`config.mk`:
```
export PLATFORM = sky130hd
export DESIGN_NAME = pipe_hazard_tracker_flat
export DESIGN_NICKNAME = d
export VERILOG_FILES = /design/src/rtl/pipe_hazard_tracker_pkg.sv /design/src/rtl/pipe_hazard_tracker_if.sv /design/src/rtl/pipe_hazard_tracker_stage_reg.sv /design/src/rtl/pipe_hazard_tracker.sv /design/src/flat_wrapper.sv
export SDC_FILE = /design/constraint.sdc
export NUM_CORES = 1
export LEC_CHECK = 0
export BUFFER_PORTS_ARGS = -buffer_cell sky130_fd_sc_hd__clkbuf_2
export CAP_MARGIN = 5
export CORE_MARGIN = 3
export CORE_UTILIZATION = 55
export DETAILED_ROUTE_END_ITERATION = 10
export HOLD_SLACK_MARGIN = 0.02
export MAX_ROUTING_LAYER = met4
export PLACE_DENSITY = 0.82
export SLEW_MARGIN = 20
export SYNTH_ARGS = -nofsm -noshare
export SYNTH_HDL_FRONTEND = slang
export SYNTH_SLANG_ARGS = --single-unit
```
`constraint.sdc`:
```
create_clock -name i_clk -period 3.3 [get_ports i_clk]
set_input_delay 0.66 -clock i_clk [delete_from_list [all_inputs] [get_ports i_clk]]
set_output_delay 0.66 -clock i_clk [all_outputs]
set_load 0.005 [all_outputs]
```
`src/rtl/pipe_hazard_tracker_pkg.sv`:
```
// Shared types for the pipeline-side hazard tracker:
// destination-select encodings and the per-stage carried fields.
package pipe_hazard_tracker_pkg;

  typedef enum logic [1:0] {
    WB_ADDR_RD   = 2'd0,
    WB_ADDR_RT   = 2'd1,
    WB_ADDR_LINK = 2'd2,
    WB_ADDR_NONE = 2'd3
  } wb_addr_e;

  localparam logic [4:0] REG_LINK = 5'd31;

  // valid must stay the MSB: stage registers gate on it
  typedef struct packed {
    logic       valid;
    logic [4:0] waddr;
    logic       wen;
    logic       ren;
    logic       wwen;
  } stage_t;

  localparam int STAGE_W = $bits(stage_t);

  function automatic logic [4:0] resolve_waddr(
    input logic [1:0] src,
    input logic [4:0] rd,
    input logic [4:0] rt
  );
    logic [4:0] a;
    a = '0;
    unique case (1'b1)
      (src == WB_ADDR_RD):   a = rd;
      (src == WB_ADDR_RT):   a = rt;
      (src == WB_ADDR_LINK): a = REG_LINK;
      default:               a = '0;
    endcase
    return a;
  endfunction

endpackage

```
`src/rtl/pipe_hazard_tracker_if.sv`:
```
// Controller <-> tracker bundle: stage strobes and ID decode in,
// valid flags, destination feedback and debug counters out.
interface pipe_hazard_tracker_if #(
  parameter int CNT_W = 32
);
  logic             if_rst, if_en;
  logic             id_rst, id_en;
  logic             exe_rst, exe_en;
  logic             mem_rst, mem_en;
  logic             wb_rst, wb_en;
  logic [31:0]      inst;
  logic             wb_wen;
  logic [1:0]       wb_addr_src;
  logic             mem_ren;
  logic             mem_wen;
  logic             if_valid, id_valid;
  logic             exe_valid, mem_valid, wb_valid;
  logic [4:0]       regw_addr_exe;
  logic [4:0]       regw_addr_mem;
  logic [4:0]       regw_addr_wb;
  logic             wb_wen_exe, wb_wen_mem, wb_wen_wb;
  logic             mem_ren_mem, mem_wen_mem;
  logic             is_load_exe;
  logic [CNT_W-1:0] retired_cnt;
  logic [CNT_W-1:0] bubble_cnt;

  modport master (
    output if_rst, if_en, id_rst, id_en,
    output exe_rst, exe_en, mem_rst, mem_en,
    output wb_rst, wb_en,
    output inst, wb_wen, wb_addr_src,
    output mem_ren, mem_wen,
    input  if_valid, id_valid,
    input  exe_valid, mem_valid, wb_valid,
    input  regw_addr_exe, regw_addr_mem,
    input  regw_addr_wb,
    input  wb_wen_exe, wb_wen_mem, wb_wen_wb,
    input  mem_ren_mem, mem_wen_mem,
    input  is_load_exe,
    input  retired_cnt, bubble_cnt
  );

  modport slave (
    input  if_rst, if_en, id_rst, id_en,
    input  exe_rst, exe_en, mem_rst, mem_en,
    input  wb_rst, wb_en,
    input  inst, wb_wen, wb_addr_src,
    input  mem_ren, mem_wen,
    output if_valid, id_valid,
    output exe_valid, mem_valid, wb_valid,
    output regw_addr_exe, regw_addr_mem,
    output regw_addr_wb,
    output wb_wen_exe, wb_wen_mem, wb_wen_wb,
    output mem_ren_mem, mem_wen_mem,
    output is_load_exe,
    output retired_cnt, bubble_cnt
  );
endinterface

```
`src/rtl/pipe_hazard_tracker_stage_reg.sv`:
```
// One pipeline register: clear beats load beats hold.
// The output reads all-zero whenever the valid MSB is clear.
module pipe_stage_reg #(
  parameter int W = 8
) (
  input  logic         i_clk,
  input  logic         i_clr,
  input  logic         i_en,
  input  logic [W-1:0] i_d,
  output logic [W-1:0] o_q
);
  logic [W-1:0] r_q;

  always_ff @(posedge i_clk) begin
    if (i_clr)     r_q <= '0;
    else if (i_en) r_q <= i_d;
  end

  assign o_q = r_q[W-1] ? r_q : '0;
endmodule

```
`src/rtl/pipe_hazard_tracker.sv`:
```
// Carries WB/MEM control down EXE/MEM/WB and feeds back
// valid flags and destinations for forwarding and stalls.
import pipe_hazard_tracker_pkg::*;

module pipe_hazard_tracker #(
  parameter int CNT_W = 32
) (
  input  logic                 i_clk,
  input  logic                 i_rst,
  pipe_hazard_tracker_if.slave bus
);
  logic             r_if_valid;
  logic             r_id_valid;
  logic [CNT_W-1:0] r_retired_cnt;
  logic [CNT_W-1:0] r_bubble_cnt;
  logic [4:0]       w_waddr;
  stage_t           w_exe_d;
  stage_t           w_exe_q;
  stage_t           w_mem_q;
  stage_t           w_wb_q;

  assign w_waddr = resolve_waddr(bus.wb_addr_src,
                                 bus.inst[15:11],
                                 bus.inst[20:16]);

  // a zero destination never claims a write
  always_comb begin
    w_exe_d       = '0;
    w_exe_d.valid = r_id_valid;
    w_exe_d.waddr = w_waddr;
    w_exe_d.wen   = bus.wb_wen && (w_waddr != 5'd0);
    w_exe_d.ren   = bus.mem_ren;
    w_exe_d.wwen  = bus.mem_wen;
  end

  always_ff @(posedge i_clk) begin
    if (i_rst || bus.if_rst) r_if_valid <= 1'b0;
    else if (bus.if_en)      r_if_valid <= 1'b1;
  end

  always_ff @(posedge i_clk) begin
    if (i_rst || bus.id_rst) r_id_valid <= 1'b0;
    else if (bus.id_en)      r_id_valid <= r_if_valid;
  end

  always_ff @(posedge i_clk) begin
    if (i_rst) begin
      r_retired_cnt <= '0;
      r_bubble_cnt  <= '0;
    end else begin
      if (w_wb_q.valid && bus.wb_en && !bus.wb_rst)
        r_retired_cnt <= r_retired_cnt + CNT_W'(1);
      if (bus.exe_rst)
        r_bubble_cnt <= r_bubble_cnt + CNT_W'(1);
    end
  end

  pipe_stage_reg #(.W(STAGE_W)) u_exe (
    .i_clk (i_clk),
    .i_clr (i_rst | bus.exe_rst),
    .i_en  (bus.exe_en),
    .i_d   (w_exe_d),
    .o_q   (w_exe_q)
  );

  pipe_stage_reg #(.W(STAGE_W)) u_mem (
    .i_clk (i_clk),
    .i_clr (i_rst | bus.mem_rst),
    .i_en  (bus.mem_en),
    .i_d   (w_exe_q),
    .o_q   (w_mem_q)
  );

  pipe_stage_reg #(.W(STAGE_W)) u_wb (
    .i_clk (i_clk),
    .i_clr (i_rst | bus.wb_rst),
    .i_en  (bus.wb_en),
    .i_d   (w_mem_q),
    .o_q   (w_wb_q)
  );

  assign bus.if_valid      = r_if_valid;
  assign bus.id_valid      = r_id_valid;
  assign bus.exe_valid     = w_exe_q.valid;
  assign bus.mem_valid     = w_mem_q.valid;
  assign bus.wb_valid      = w_wb_q.valid;
  assign bus.regw_addr_exe = w_exe_q.waddr;
  assign bus.regw_addr_mem = w_mem_q.waddr;
  assign bus.regw_addr_wb  = w_wb_q.waddr;
  assign bus.wb_wen_exe    = w_exe_q.wen;
  assign bus.wb_wen_mem    = w_mem_q.wen;
  assign bus.wb_wen_wb     = w_wb_q.wen;
  assign bus.mem_ren_mem   = w_mem_q.ren;
  assign bus.mem_wen_mem   = w_mem_q.wwen;
  assign bus.is_load_exe   = w_exe_q.ren;
  assign bus.retired_cnt   = r_retired_cnt;
  assign bus.bubble_cnt    = r_bubble_cnt;
endmodule

```
`src/flat_wrapper.sv`:
```
// flat-port wrapper written by rule: the top's interface ports become plain ports
module pipe_hazard_tracker_flat 
#(
  parameter int CNT_W = 32
)
  (i_clk, i_rst, bus_if_rst, bus_if_en, bus_id_rst, bus_id_en, bus_exe_rst, bus_exe_en, bus_mem_rst, bus_mem_en, bus_wb_rst, bus_wb_en, bus_inst, bus_wb_wen, bus_wb_addr_src, bus_mem_ren, bus_mem_wen, bus_if_valid, bus_id_valid, bus_exe_valid, bus_mem_valid, bus_wb_valid, bus_regw_addr_exe, bus_regw_addr_mem, bus_regw_addr_wb, bus_wb_wen_exe, bus_wb_wen_mem, bus_wb_wen_wb, bus_mem_ren_mem, bus_mem_wen_mem, bus_is_load_exe, bus_retired_cnt, bus_bubble_cnt);
  pipe_hazard_tracker_if #(.CNT_W(CNT_W)) bus_i ();
  input  logic i_clk;
  input  logic i_rst;
  input wire logic [$bits(bus_i.if_rst)-1:0] bus_if_rst;
  input wire logic [$bits(bus_i.if_en)-1:0] bus_if_en;
  input wire logic [$bits(bus_i.id_rst)-1:0] bus_id_rst;
  input wire logic [$bits(bus_i.id_en)-1:0] bus_id_en;
  input wire logic [$bits(bus_i.exe_rst)-1:0] bus_exe_rst;
  input wire logic [$bits(bus_i.exe_en)-1:0] bus_exe_en;
  input wire logic [$bits(bus_i.mem_rst)-1:0] bus_mem_rst;
  input wire logic [$bits(bus_i.mem_en)-1:0] bus_mem_en;
  input wire logic [$bits(bus_i.wb_rst)-1:0] bus_wb_rst;
  input wire logic [$bits(bus_i.wb_en)-1:0] bus_wb_en;
  input wire logic [$bits(bus_i.inst)-1:0] bus_inst;
  input wire logic [$bits(bus_i.wb_wen)-1:0] bus_wb_wen;
  input wire logic [$bits(bus_i.wb_addr_src)-1:0] bus_wb_addr_src;
  input wire logic [$bits(bus_i.mem_ren)-1:0] bus_mem_ren;
  input wire logic [$bits(bus_i.mem_wen)-1:0] bus_mem_wen;
  output wire logic [$bits(bus_i.if_valid)-1:0] bus_if_valid;
  output wire logic [$bits(bus_i.id_valid)-1:0] bus_id_valid;
  output wire logic [$bits(bus_i.exe_valid)-1:0] bus_exe_valid;
  output wire logic [$bits(bus_i.mem_valid)-1:0] bus_mem_valid;
  output wire logic [$bits(bus_i.wb_valid)-1:0] bus_wb_valid;
  output wire logic [$bits(bus_i.regw_addr_exe)-1:0] bus_regw_addr_exe;
  output wire logic [$bits(bus_i.regw_addr_mem)-1:0] bus_regw_addr_mem;
  output wire logic [$bits(bus_i.regw_addr_wb)-1:0] bus_regw_addr_wb;
  output wire logic [$bits(bus_i.wb_wen_exe)-1:0] bus_wb_wen_exe;
  output wire logic [$bits(bus_i.wb_wen_mem)-1:0] bus_wb_wen_mem;
  output wire logic [$bits(bus_i.wb_wen_wb)-1:0] bus_wb_wen_wb;
  output wire logic [$bits(bus_i.mem_ren_mem)-1:0] bus_mem_ren_mem;
  output wire logic [$bits(bus_i.mem_wen_mem)-1:0] bus_mem_wen_mem;
  output wire logic [$bits(bus_i.is_load_exe)-1:0] bus_is_load_exe;
  output wire logic [$bits(bus_i.retired_cnt)-1:0] bus_retired_cnt;
  output wire logic [$bits(bus_i.bubble_cnt)-1:0] bus_bubble_cnt;
  assign bus_i.if_rst = bus_if_rst;
  assign bus_i.if_en = bus_if_en;
  assign bus_i.id_rst = bus_id_rst;
  assign bus_i.id_en = bus_id_en;
  assign bus_i.exe_rst = bus_exe_rst;
  assign bus_i.exe_en = bus_exe_en;
  assign bus_i.mem_rst = bus_mem_rst;
  assign bus_i.mem_en = bus_mem_en;
  assign bus_i.wb_rst = bus_wb_rst;
  assign bus_i.wb_en = bus_wb_en;
  assign bus_i.inst = bus_inst;
  assign bus_i.wb_wen = bus_wb_wen;
  assign bus_i.wb_addr_src = bus_wb_addr_src;
  assign bus_i.mem_ren = bus_mem_ren;
  assign bus_i.mem_wen = bus_mem_wen;
  assign bus_if_valid = bus_i.if_valid;
  assign bus_id_valid = bus_i.id_valid;
  assign bus_exe_valid = bus_i.exe_valid;
  assign bus_mem_valid = bus_i.mem_valid;
  assign bus_wb_valid = bus_i.wb_valid;
  assign bus_regw_addr_exe = bus_i.regw_addr_exe;
  assign bus_regw_addr_mem = bus_i.regw_addr_mem;
  assign bus_regw_addr_wb = bus_i.regw_addr_wb;
  assign bus_wb_wen_exe = bus_i.wb_wen_exe;
  assign bus_wb_wen_mem = bus_i.wb_wen_mem;
  assign bus_wb_wen_wb = bus_i.wb_wen_wb;
  assign bus_mem_ren_mem = bus_i.mem_ren_mem;
  assign bus_mem_wen_mem = bus_i.mem_wen_mem;
  assign bus_is_load_exe = bus_i.is_load_exe;
  assign bus_retired_cnt = bus_i.retired_cnt;
  assign bus_bubble_cnt = bus_i.bubble_cnt;
  pipe_hazard_tracker #(.CNT_W(CNT_W)) u_core (.i_clk(i_clk), .i_rst(i_rst), .bus(bus_i));
endmodule
```
==> results of run 1 <==
[stage by stage]
step,hold slack (ps),std cells,area [sq um],power [W],utilization (%)
2_1_floorplan,442,495,4320,0.00119,-
3_3_place_gp,449,680,4880,0.00122,65.6
3_5_place_dp,468,680,4880,0.00122,65.6
4_1_cts,450,695,5070,0.00194,68.0
5_1_grt,460,695,5070,0.00199,68.0
6_report,465,695,5070,0.00193,68.0
[worst min path at each step]
stage	startpoint	endpoint	slack [ps]	cells after the start
4_1_cts	bus_id_rst	u_core.bus.id_valid$_SDFFE_PP0P_	450	2
5_1_grt	bus_id_rst	u_core.bus.id_valid$_SDFFE_PP0P_	460	2
3_3_place_gp	u_core.u_mem.r_q[0]$_SDFFE_PP0P_	u_core.u_mem.r_q[0]$_SDFFE_PP0P_	450	2
6_report	bus_id_rst	u_core.bus.id_valid$_SDFFE_PP0P_	460	2
3_5_place_dp	u_core.bus.bubble_cnt[31]$_SDFFE_PP0P_	u_core.bus.bubble_cnt[31]$_SDFFE_PP0P_	470	2
2_1_floorplan	u_core.u_mem.r_q[0]$_SDFFE_PP0P_	u_core.u_mem.r_q[0]$_SDFFE_PP0P_	440	2
[flip-flops by register name, summed over array words and instances, names as in the netlist]
| name | count |
|---|---|
| u_core.bus.bubble_cnt | 32 |
| u_core.bus.id_valid | 1 |
| u_core.bus.if_valid | 1 |
| u_core.bus.retired_cnt | 32 |
| u_core.u_exe.r_q | 9 |
| u_core.u_mem.r_q | 9 |
| u_core.u_wb.r_q | 7 |
[cell families (layout without fill, tap and decap cells)]
family / count (synthesis) / in the layout
buffers and inverters: 45 / 146
xor gates and xnor gates: 19 / 19
and+or+nand+nor: 231 / 231
AOI/OAI and AO/OA: 70 / 70
muxes: 37 / 37
adders and majority gates: 2 / 2
DFF: 91 / 91
[layout make-up]
class	instances	share of cell area (%)
clock buffer	11	2.59
clock inverter	4	1.04
inverter	11	0.815
multi-input combinational	359	45.1
sequential	91	36.0
tap	99	2.45
timing repair buffer	120	12.1
[worst max-delay path: stages, from the launching register on]
cell and delay (ps):
dfxtp_1 460, nand4_2 200, or4_1 900, or4_1 610
a21oi_1 160
[metal layers]
metal  routed length, um  vias up  track usage, %  share of wire, %
met3                 588       11            4.70               5.9
met4                 149        0            9.25               1.5
li1                    -     1965               -                 -
met5                   0        -               -                 0
met1                4540     1859            28.9                46
met2                4690      108            37.3                47
[cells in the final DEF (no fill, tap or decap), types with 12 or more instances in the layout]
| master | instances |
|---|---|
| o31ai_1 | 21 |
| nor2_1 | 64 |
| nand2_1 | 21 |
| mux2i_1 | 26 |
| dfxtp_1 | 91 |
| clkbuf_2 | 116 |
| or4_1 | 27 |
| xor2_1 | 12 |
| nand3_1 | 19 |
| nand4_1 | 14 |
| and2_1 | 23 |
| a21oi_1 | 33 |
| nor3_1 | 12 |
[power breakdown]
| part | switching (W) | internal, W |
|---|---|---|
| Clock | 0.000384 | 0.000347 |
| Combinational | 0.0000491 | 0.0000359 |
| Sequential | 0.00000654 | 0.00110 |
==> results.py, run 1 <==
metrics = {
    "status": {
        "outcome": "finished, final reports clean",
    },
    "worst_setup_path": {
        "r2r-start": "u_core.bus.bubble_cnt[7]$_SDFFE_PP0P_",
        "worst-endpoint-arrival_ps": 2690,
        "crit_path_start_kind": "flip-flop",
        "crit_path_end_kind": "flip-flop",
        "crit_end": "u_core.bus.bubble_cnt[22]$_SDFFE_PP0P_",
        "worstPathRequired_ps": 3590,
        "r2r_cells": 4,
        "r2r_setup_slack_ps": 900,
        "critPathLaunch": "u_core.bus.bubble_cnt[7]$_SDFFE_PP0P_",
        "crit_type": "flip-flop to flip-flop",
        "crit_fanout": 25,
        "r2r-end": "u_core.bus.bubble_cnt[22]$_SDFFE_PP0P_",
    },
    "clocking": {
        "ctsHoldBuffers": 0,
        "cts_tree": "built",
        "clock_latency_ps": 360,
        "cts.path.max_buffers": 2,
        "post_cts_buffers": 0,
        "cts_resized": 0,
        "cts_inserted_buffers": 9,
        "cts_root_buffer": "clkbuf_8",
        "htree_num_levels": 3,
        "numClockSinks": 91,
        "clk_pin_slew_ps": 90,
    },
    "synth": {
        "yosysWarnings": 0,
        "synth.cell_area_sq_mm": 0.00432,
        "ys.flop_type": "dfxtp_1",
        "synth_top_family_by_area": "simple AND/OR/NAND/NOR gates",
        "synth_seq_cells": 91,
        "synth_xor_xnor_area_share_pct": 3.85,
        "yosysTopAreaCellShare_pct": 42.1,
        "synth_mux_area_share_pct": 8.89,
        "synth_cell_type_count": 38,
        "synthMostInstantiatedCell": "dfxtp_1",
        "synth-simple-area-share_pct": 29.8,
        "yosys-top-cells-count": "dfxtp_1, nor2_1, a21oi_1",
        "synth_adder_area_share_pct": 0.579,
        "synthArstFlopShare_pct": 0,
        "synthTopCellsByArea": "dfxtp_1, mux2i_1, nor2_1, or4_1, a21oi_1",
        "synth_seq_area_share_pct": 42.1,
        "yosysTopAreaCell": "dfxtp_1",
        "syn_nets": 546,
        "netlist_instances": 495,
        "synth_compound_area_share_pct": 9.73,
        "synth_edf_count": 0,
        "syn_avg_cell_area_sq_um": 8.73,
    },
    "place": {
        "post-place-ws_ps": 656,
        "dp_hpwl_um": 7210,
        "portBuffers": 116,
        "routabilityCongestion": 0.850,
    },
    "global_route": {
        "grt_pass1_wl_um": 16400,
        "grt_pass1_vias": 3641,
        "grt_util_all_layers_pct": 23.3,
        "grt_start_max_net_pins": 41,
        "antenna_found_initial": 0,
        "grt_remaining_overflow": 0,
    },
    "floorplanning": {
        "dieArea_sq_mm": 0.00896,
        "fp.dieW_um": 94.7,
        "die-height_um": 94.7,
        "start_util_pct": 58.0,
        "num_rows": 31,
        "core_sq_mm": 0.00745,
        "ios": 139,
    },
    "sta": {
        "min_period_ps": 2400,
        "rsz0062_at_grt": "no",
        "setup_tns_ps": 0,
        "fmax_mhz": 417,
        "tightestPinTransition_ps": 798,
        "drv_slew": 0,
        "setup_viol": 0,
        "hold_viol_final": 0,
        "slew_headroom_pct": 46.8,
        "fin_worst_skew_ps": 12.8,
        "finalWorstSetupSlack_ps": 900,
        "period_share_pct": 72.7,
    },
    "pwr": {
        "power_density_mw_per_mm2": 380,
        "p_leak_nw": 2.04,
        "vdd_drop_max_v": 0.000221,
    },
    "cells_and_area": {
        "drive_above_1_share_pct": 25.5,
        "nFillCells": 616,
        "regArea_sq_mm": 0.00182,
        "area_delta_synth_final_pct": 17.2,
        "antennaDiodeCount": 0,
        "multi_input_area_sq_mm": 0.00228,
        "nNetsFinal": 643,
    },
    "route": {
        "antenna_left": 0,
        "routed_via_density": 5.67,
        "firstDrtPassIters": 4,
        "vias": 3943,
        "drcViolationCount": 0,
        "drt_iter0_drc": 170,
        "wl_per_cell_um": 14.3,
        "routed_wl_um": 9960,
    },
    "flow_run": {
        "maxCapViolCount": 0,
    },
    "hold_path": {
        "hold_path_class": "input pin to flip-flop",
    },
}
(Power assumes the default switching activity.)
==> inputs of run 2 (changes only) <==
--- a/config.mk
+++ b/config.mk
@@ -8,11 +8,11 @@
 export BUFFER_PORTS_ARGS = -buffer_cell sky130_fd_sc_hd__clkbuf_2
 export CAP_MARGIN = 5
 export CORE_MARGIN = 3
-export CORE_UTILIZATION = 55
+export CORE_UTILIZATION = 46
 export DETAILED_ROUTE_END_ITERATION = 10
 export HOLD_SLACK_MARGIN = 0.02
 export MAX_ROUTING_LAYER = met4
-export PLACE_DENSITY = 0.82
+export PLACE_DENSITY = 0.73
 export SLEW_MARGIN = 20
 export SYNTH_ARGS = -nofsm -noshare
 export SYNTH_HDL_FRONTEND = slang
==> constraint.sdc (replaced) <==
create_clock -name i_clk -period 2.1 [get_ports i_clk]
set_input_delay 0.42 -clock i_clk [delete_from_list [all_inputs] [get_ports i_clk]]
set_output_delay 0.42 -clock i_clk [all_outputs]
set_load 0.005 [all_outputs]
==> run 2 against run 1 <==
Compared with the run above: core utilization down 7.8 points; clock power up 66%; setup slack worse by 830 ps; register-to-register slack worse by 830 ps; clock-buffer cell count down 1; hold slack worse by 240 ps; sequential share of layout area down 2.0 points; largest cell class unchanged; critical path depth up 1; clock skew up 2.9 ps; sequential power up 57%; die area up 18%.
==> results.py, run 2 (synthesis gave the netlist of run 1 again) <==
metrics = {
    "clocking": {
        "ctsHoldBuffers": 0,
        "htree_num_levels": 3,
        "numClockSinks": 91,
        "cts_root_buffer": "clkbuf_8",
        "cts.path.max_buffers": 2,
        "cts_tree": "built",
        "clock_latency_ps": 360,
        "clk_pin_slew_ps": 100,
        "cts_inserted_buffers": 9,
        "post_cts_buffers": 0,
    },
    "worst_setup_path": {
        "cp_top_family": "simple AND/OR/NAND/NOR gates",
        "crit_fanout": 3,
        "slowest_delay_ps": 630,
        "worst-endpoint-arrival_ps": 2290,
        "crit_path_start_kind": "flip-flop",
        "crit_path_end_kind": "flip-flop",
        "cp_cell_sequence": "ha_1, and3_1, or4b_2, nor3_1, mux2_2",
        "crit_type": "flip-flop to flip-flop",
        "worstPathRequired_ps": 2360,
        "critPathBufInv": 0,
        "cp_slowest_cell": "or4b_2",
    },
    "global_route": {
        "antenna_found_initial": 0,
        "grt_start_max_net_pins": 28,
        "grt_util_all_layers_pct": 20.0,
        "grt_pass1_vias": 3772,
        "grt_remaining_overflow": 0,
        "grt_pass1_wl_um": 16900,
    },
    "route": {
        "wl_per_cell_um": 13.9,
        "antenna_left": 0,
        "vias": 3995,
        "drcViolationCount": 0,
        "routed_wl_um": 10300,
        "routed_via_density": 5.43,
        "firstDrtPassIters": 4,
        "drt_iter0_drc": 72,
    },
    "sta": {
        "setup_viol": 0,
        "tightestPinTransition_ps": 528,
        "drv_slew": 0,
        "fin_worst_skew_ps": 15.7,
        "period_share_pct": 96.6,
        "slew_headroom_pct": 64.8,
        "min_period_ps": 2030,
        "hold_viol_final": 0,
        "fmax_mhz": 493,
        "rsz0062_at_grt": "yes",
    },
    "pwr": {
        "sequentialPowerShare_pct": 56.2,
        "vdd_drop_max_v": 0.000364,
        "p_switching_w": 0.000733,
        "p_total_w": 0.00310,
        "swShare_pct": 23.7,
        "power_density_mw_per_mm2": 577,
        "p_leak_nw": 2.22,
        "p_int_w": 0.00237,
        "p_clk_share_pct": 39.0,
        "p_comb_share_pct": 4.8,
    },
    "cells_and_area": {
        "post-route-cell-area_sq_mm": 0.00538,
        "nNetsFinal": 674,
        "area_delta_synth_final_pct": 24.4,
        "final_cell_mix": "clkbuf_2, dfxtp_1, nor2_1, a21oi_1, buf_4",
        "layout_commonest_cell": "clkbuf_2",
        "antennaDiodeCount": 0,
        "drive_above_1_share_pct": 30.6,
    },
    "floorplanning": {
        "num_rows": 34,
        "core_sq_mm": 0.00893,
        "start_util_pct": 48.4,
        "fp.dieW_um": 103,
        "die-height_um": 103,
        "ios": 139,
        "dieArea_sq_mm": 0.0106,
    },
    "hold_path": {
        "hold_path_class": "input pin to flip-flop",
    },
    "status": {
        "outcome": "finished, final reports clean",
    },
    "flow_run": {
        "maxCapViolCount": 0,
    },
    "place": {
        "placed_area_sq_mm": 0.00515,
        "portBuffers": 116,
        "dp_hpwl_um": 7660,
        "routabilityCongestion": 0.816,
    },
}
run 2: cell type report:
cell class                      count  area, sq um
Timing Repair Buffer              151          860
Clock buffer                       10          128
Tap cell                          108          135
Fill cell                         815         3560
Multi-Input combinational cell    359         2310
Inverter                           11         41.3
Sequential cell                    91         1830
Clock inverter                      6         72.6
run 2: worst paths after layout:
path,start,endpoint,slack [ps],depth (start not counted)
worst min register to register,u_core.u_mem.r_q[0]$_SDFFE_PP0P_,u_core.u_mem.r_q[0]$_SDFFE_PP0P_,480,2
worst max register to register,u_core.bus.bubble_cnt[1]$_SDFFE_PP0P_,u_core.bus.bubble_cnt[16]$_SDFFE_PP0P_,70,5
worst max-delay path,u_core.bus.bubble_cnt[1]$_SDFFE_PP0P_,u_core.bus.bubble_cnt[16]$_SDFFE_PP0P_,70,5
worst min-delay path,bus_if_rst,u_core.bus.if_valid$_SDFFE_PP0P_,220,2
run 2: power by group through the flow:
| stage | registers (W) | logic, W | clock network [W] |
|---|---|---|---|
| after global placement | 0.00178 | 0.000145 | 0 |
| after CTS | 0.00174 | 0.000151 | 0.00124 |
| after floorplan | 0.00178 | 0.0000871 | 0 |
| after global routing | 0.00174 | 0.000166 | 0.00132 |
| final | 0.00174 | 0.000149 | 0.00121 |
| after detailed placement | 0.00178 | 0.000150 | 0 |
run 2: metrics by stage:
stage	std cells	utilization, %	hold slack (ps)	setup TNS [ps]	setup WS, ps
floorplan	495	-	442	0	12.0
detailed placement	720	57.6	469	-155	-56.9
global route	736	60.2	220	-46.1	-22.0
global placement	720	57.6	453	-37.5	-26.9
finish	736	60.2	221	0	71.2
CTS	736	59.9	204	0	33.4
run 2: what timing repair did:
item	4_1_cts	5_1_grt
pin swaps	0	2
setup endpoints to repair	1	18
resized for setup	1	6
run 2: layer usage:
metal | global-route usage (%) | routed length (um) | vias to the layer above
met5 | - | 0 | -
li1 | - | - | 2023
met2 | 33.5 | 5080 | 95
met1 | 24.3 | 4560 | 1870
met4 | 4.68 | 68 | 0
met3 | 4.94 | 540 | 7
